$ cat config.mk
export PLATFORM = sky130hd
export DESIGN_NAME = bs_ho_responder
export DESIGN_NICKNAME = d
export VERILOG_FILES = /design/src/rtl/ho_pkg.sv /design/src/rtl/ho_fifo.sv /design/src/rtl/bs_ho_responder.sv
export SDC_FILE = /design/constraint.sdc
export NUM_CORES = 1
export LEC_CHECK = 0
export CAP_MARGIN = 20
export CORE_MARGIN = 2
export CORE_UTILIZATION = 25
export DETAILED_ROUTE_END_ITERATION = 12
export HOLD_SLACK_MARGIN = 0.02
export SLEW_MARGIN = 25
export SYNTH_ARGS = -nofsm -noshare
export SYNTH_HDL_FRONTEND = slang
export SYNTH_SLANG_ARGS = --single-unit
$ cat constraint.sdc
create_clock -name clk -period 2.16 [get_ports clk]
set_input_delay 0.216 -clock clk [delete_from_list [all_inputs] [get_ports clk]]
set_output_delay 0.216 -clock clk [all_outputs]
set_load 0.02 [all_outputs]
$ cat src/rtl/ho_pkg.sv
// ho_pkg: shared handover types and widths for the base-station responder and the demux.
package ho_pkg;
    localparam int SQ_W = 2;
    localparam int TGT_W = 2;
    localparam logic [TGT_W-1:0] NO_TARGET = 2'd3;
    typedef enum logic [2:0] {ST_IDLE, ST_REQ, ST_RESP, ST_SQ, ST_BACKOFF} bs_state_t;
endpackage

$ cat src/rtl/ho_fifo.sv
// ho_fifo: 4-deep synchronous FIFO with full/empty flags and async active-low reset.
module ho_fifo #(
    parameter int W = 4
) (
    input  logic         clk,
    input  logic         reset,
    input  logic         push,
    input  logic         pop,
    input  logic [W-1:0] din,
    output logic [W-1:0] dout,
    output logic         full,
    output logic         empty
);
    logic [W-1:0] mem_q [4];
    logic [W-1:0] mem_d [4];
    logic [1:0] wr_q, wr_d, rd_q, rd_d;
    logic [2:0] cnt_q, cnt_d;
    logic do_push, do_pop;

    assign full  = cnt_q == 3'd4;
    assign empty = cnt_q == 3'd0;
    assign dout  = mem_q[rd_q];

    always_comb begin
        do_push = push && !full;
        do_pop  = pop && !empty;
        mem_d   = mem_q;
        if (do_push) mem_d[wr_q] = din;
        wr_d  = wr_q + 2'(do_push);
        rd_d  = rd_q + 2'(do_pop);
        cnt_d = cnt_q + 3'(do_push) - 3'(do_pop);
    end

    always_ff @(posedge clk or negedge reset) begin
        if (!reset) begin
            mem_q <= '{default: '0};
            wr_q  <= '0;
            rd_q  <= '0;
            cnt_q <= '0;
        end else begin
            mem_q <= mem_d;
            wr_q  <= wr_d;
            rd_q  <= rd_d;
            cnt_q <= cnt_d;
        end
    end
endmodule

$ cat src/rtl/bs_ho_responder.sv
// bs_ho_responder: base-station end of the handover request/respond protocol.
// Define BS_HO_TIMEOUT_EN to enable REQ timeout, BACKOFF and drop counting.
module bs_ho_responder
    import ho_pkg::*;
#(
    parameter logic [TGT_W-1:0] BS_ID   = 2'd0,
    parameter int               DATA_W  = 4,
    parameter logic [SQ_W-1:0]  SQ_MIN  = 2'd1,
    parameter int               TIMEOUT = 16,
    parameter int               BACKOFF = 8
) (
    input  logic              clk,
    input  logic              reset,
    input  logic              src_valid,
    input  logic [DATA_W-1:0] src_data,
    output logic              src_ready,
    input  logic [TGT_W-1:0]  DM_BS_target,
    input  logic [SQ_W-1:0]   DM_BS_sq,
    output logic              BS_DM_request,
    output logic              BS_DM_respond,
    output logic [DATA_W-1:0] BS_DM_data,
    output logic [SQ_W-1:0]   link_sq,
    output logic              link_weak,
    output logic [7:0]        drop_cnt
);
    localparam int CNT_W = $clog2((TIMEOUT > BACKOFF ? TIMEOUT : BACKOFF) + 1);

    bs_state_t state_q, state_d;
    logic [CNT_W-1:0] cnt_q, cnt_d;
    logic [DATA_W-1:0] data_q, data_d, fifo_head;
    logic [SQ_W-1:0] link_sq_q, link_sq_d;
    logic link_weak_q, link_weak_d;
    logic fifo_full, fifo_empty, grant, timeout, bo_done;

    ho_fifo #(.W(DATA_W)) u_fifo (
        .clk   (clk),
        .reset (reset),
        .push  (src_valid),
        .pop   (BS_DM_respond),
        .din   (src_data),
        .dout  (fifo_head),
        .full  (fifo_full),
        .empty (fifo_empty)
    );

    assign src_ready = !fifo_full;
    assign grant     = state_q == ST_REQ && DM_BS_target == BS_ID && DM_BS_target != NO_TARGET;
    assign bo_done   = cnt_q == CNT_W'(BACKOFF - 1);

`ifdef BS_HO_TIMEOUT_EN
    logic [7:0] drop_q, drop_d;
    assign timeout  = state_q == ST_REQ && !grant && cnt_q == CNT_W'(TIMEOUT - 1);
    assign drop_d   = (timeout && drop_q != 8'hff) ? drop_q + 8'd1 : drop_q;
    assign drop_cnt = drop_q;
    always_ff @(posedge clk or negedge reset) begin
        if (!reset) drop_q <= '0;
        else drop_q <= drop_d;
    end
`else
    assign timeout  = 1'b0;
    assign drop_cnt = '0;
`endif

    always_ff @(posedge clk or negedge reset) begin
        if (!reset) state_q <= ST_IDLE;
        else state_q <= state_d;
    end

    always_comb begin
        state_d = state_q;
        case (state_q)
            ST_IDLE:    state_d = fifo_empty ? ST_IDLE : ST_REQ;
            ST_REQ:     state_d = grant ? ST_RESP : timeout ? ST_BACKOFF : ST_REQ;
            ST_RESP:    state_d = ST_SQ;
            ST_SQ:      state_d = ST_IDLE;
            ST_BACKOFF: state_d = bo_done ? ST_IDLE : ST_BACKOFF;
            default:    state_d = ST_IDLE;
        endcase
    end

    always_comb begin
        BS_DM_request = state_q == ST_REQ;
        BS_DM_respond = state_q == ST_RESP;
    end

    // Wait/backoff counter restarts on every state change, so each REQ entry starts at zero.
    always_comb begin
        cnt_d       = (state_d != state_q) ? '0 : cnt_q + CNT_W'(1);
        data_d      = grant ? fifo_head : data_q;
        link_sq_d   = state_q == ST_SQ ? DM_BS_sq : link_sq_q;
        link_weak_d = state_q == ST_SQ ? (DM_BS_sq < SQ_MIN) : link_weak_q;
    end

    always_ff @(posedge clk or negedge reset) begin
        if (!reset) begin
            cnt_q       <= '0;
            data_q      <= '0;
            link_sq_q   <= '0;
            link_weak_q <= 1'b0;
        end else begin
            cnt_q       <= cnt_d;
            data_q      <= data_d;
            link_sq_q   <= link_sq_d;
            link_weak_q <= link_weak_d;
        end
    end

    assign BS_DM_data = data_q;
    assign link_sq    = link_sq_q;
    assign link_weak  = link_weak_q;
endmodule

==> results.txt <==
synth unique cells = 31
antenna viol nets, final = 0
Setup-failing EPs final = 0
clock share of power = 15.2%
Sw Ratio = 34.0%
max-cap viol count = 0
Slew Viols, Final = 0
Crit path buffers/inverters = 2
synthesized area = 0.00180 mm^2
Finished Layout Cells = 256
H-tree depth = 2
cells taking the most area after synthesis = dfrtp_1 (53%), mux2_2 (14%), mux4_2 (5.0%), ha_1 (3.5%), buf_4 (3.3%)
crit path capture type = output pin
die area = 0.00789 mm^2
Ports = 29
sequential cell area = 951 um^2
Reg-to-Reg End = u_fifo.cnt_q[2]$_DFF_PN0_
drt drc = 0
Starting Density = 26.2%
crit share post-route = 95.9%
CP Launch Type = flop
fraction of layout cells with a size suffix above 1 = 29.4%
global route overflow = 0
multi-input logic area = 782 um^2
sum of negative setup slack = 0 ns
cts bufs inserted = 5
Pre-antenna DRT Iters = 4
outcome = completed
sequential share of power = 43.7%
CP required = 1.94 ns
Final Critical Period = 2.07 ns
Root Buffer = clkbuf_8
Mapped Cells = 129
Post-synth ARST share = 100%
Setup CP Type = reg2out
routed wire length per instance = 11.7 um
DR iter-0 viols = 43
RSZ-0062 raised after global routing = false
syn_area_per_cell = 13.9 um^2
Cell Chain, Critical Path = or3b_1, buf_4, clkdlybuf4s50_1
CTS Buffer Depth = 2
Filler Cells Inserted = 684
Hold Crit Class = in2async
Fin Hold WS = 0.354 ns
layout net count = 177
vias per cell = 4.17
Final Hold Viols = 0
initial antenna violation count = 0
Routed WL = 3000 um
number of global-route vias before repair = 1082
# rows = 30
worst clock skew = 0.00420 ns
Reg clk slew, reported paths = 0.07 ns
EDFF count, synth = 0
Pleak = 0.962 nW
IO Port Bufs = 20
Die X = 88.8 um
clk_lat worst skew = 0.29 ns
Comb pwr share = 41.1%
hpwl dp = 2150 um
CTS tree = done
top cell type's share of synthesized area = 52.9%
RD Place Congestion = 0.722
post-cts sizing count = 0
P per Cell Area = 1360 mW/mm^2
Total GRT Usage = 8.55%
Psw = 0.00102 W
Synth Register Bits = 38
core box area = 0.00687 mm^2
Syn. warnings = 0
n_diodes = 0
FF-to-FF Start = u_fifo.cnt_q[1]$_DFF_PN0_
Primary FF master, synth = dfrtp_1
Post-CTS Setup Bufs = 0
CP Data Arrival Time = 1.86 ns
most frequent cells in the layout = dfrtp_1 (38), mux2_2 (22), clkdlybuf4s50_1 (20)
Max stage delay on crit path = 0.55 ns
first-pass GRT wire length = 5110 um
P_int = 0.00198 W
cell count after placement = 249
Max Clock Freq = 0.483 GHz
maximum vdd ir drop = 0.000334 V
Sink Count = 38
sequential element share of the synthesized area = 52.9%
Synth-to-Final Area Change = 22.5%
Die Y = 88.8 um
largest net degree at the start of global routing = 39
via count = 1068
delay-heaviest family, CP = buffers and inverters
crit path max fanout = 5
leading area contributor after synthesis = dfrtp_1
Slowest cell on crit path = clkdlybuf4s50_1
hold buffer count at CTS = 0
most common cell after layout, fill and taps aside = dfrtp_1
R2R depth = 6
reg-to-reg slack, setup = 0.11 ns
cell type report:
cell class                 count  area share (%)
clock buffer                   5            3.12
sequential                    38            43.2
clock inverter                 2           0.454
timing repair buffer          26            11.1
tap                           96            5.45
inverter                       7            1.19
multi-input combinational     82            35.5
logic make-up (layout without fill, tap and decap cells):
logic type	count (synthesis)	in the layout	share of synthesized area (%)
compound gates	9	9	3.48
mux	26	26	18.8
other cells	1	8	0.208
simple gates	26	26	11.3
xor+xnor	7	7	3.41
flops	38	38	52.9
fa+ha+maj	6	6	4.59
buf+inv	16	40	5.42
state kept, by name, indices dropped and copies added, names as in the netlist:
register      flops
u_fifo.mem_q     16
u_fifo.wr_q       2
cnt_q             5
u_fifo.rd_q       2
link_weak         1
u_fifo.cnt_q      3
state_q           3
link_sq           2
BS_DM_data        4
power by group through the flow:
stage | clock network [W] | logic [W] | registers [W]
2_1_floorplan | 0 | 0.000821 | 0.00134
3_3_place_gp | 0 | 0.00124 | 0.00131
3_5_place_dp | 0 | 0.00125 | 0.00132
4_1_cts | 0.000474 | 0.00125 | 0.00131
5_1_grt | 0.000503 | 0.00137 | 0.00137
6_report | 0.000456 | 0.00123 | 0.00131
metal layers:
metal / track usage (%) / vias to the layer above / share of wire, %
met5: 0 / - / 0
met4: 2.48 / 0 / 0.90
met3: 3.26 / 3 / 6.8
met2: 13.1 / 37 / 44
met1: 11.3 / 527 / 49
li1: - / 501 / -
how the worst max path moves through the flow:
| stage | startpoint | end | slack (ns) | cells after the start |
|---|---|---|---|---|
| 2_1_floorplan | u_fifo.cnt_q[1]$_DFF_PN0_ | u_fifo.cnt_q[2]$_DFF_PN0_ | 0.06 | 7 |
| 3_3_place_gp | u_fifo.cnt_q[2]$_DFF_PN0_ | u_fifo.cnt_q[2]$_DFF_PN0_ | 0.13 | 8 |
| 3_5_place_dp | u_fifo.cnt_q[2]$_DFF_PN0_ | u_fifo.cnt_q[2]$_DFF_PN0_ | 0.07 | 8 |
| 4_1_cts | u_fifo.cnt_q[2]$_DFF_PN0_ | u_fifo.cnt_q[2]$_DFF_PN0_ | 0.06 | 8 |
| 5_1_grt | u_fifo.cnt_q[2]$_DFF_PN0_ | u_fifo.cnt_q[2]$_DFF_PN0_ | 0.008 | 8 |
| 6_report | u_fifo.cnt_q[1]$_DFF_PN0_ | src_ready | 0.09 | 3 |
Yosys cell counts, types with 2 or more instances:
cell type,instances
nor2_1,6
ha_1,5
nand3_1,2
inv_1,7
nand2_1,5
nand4b_4,2
xor2_1,5
dfrtp_1,38
a21oi_1,3
o31ai_1,2
nor3_1,2
xnor2_1,2
mux4_2,4
mux2_2,22
buf_4,8
per-stage QoR:
| step | setup WS, ns | total power [W] | util, % | cell area [um^2] |
|---|---|---|---|---|
| finish | 0.0881 | 0.00300 | 32.1 | 2200 |
| global route | 0.00810 | 0.00324 | 32.1 | 2200 |
| CTS | 0.0554 | 0.00304 | 32.0 | 2200 |
| detailed placement | 0.0695 | 0.00257 | 30.9 | 2120 |
| global placement | 0.127 | 0.00254 | 30.9 | 2120 |
| floorplan | 0.0595 | 0.00216 | - | 1830 |
Power figures use the tool's default switching activity.
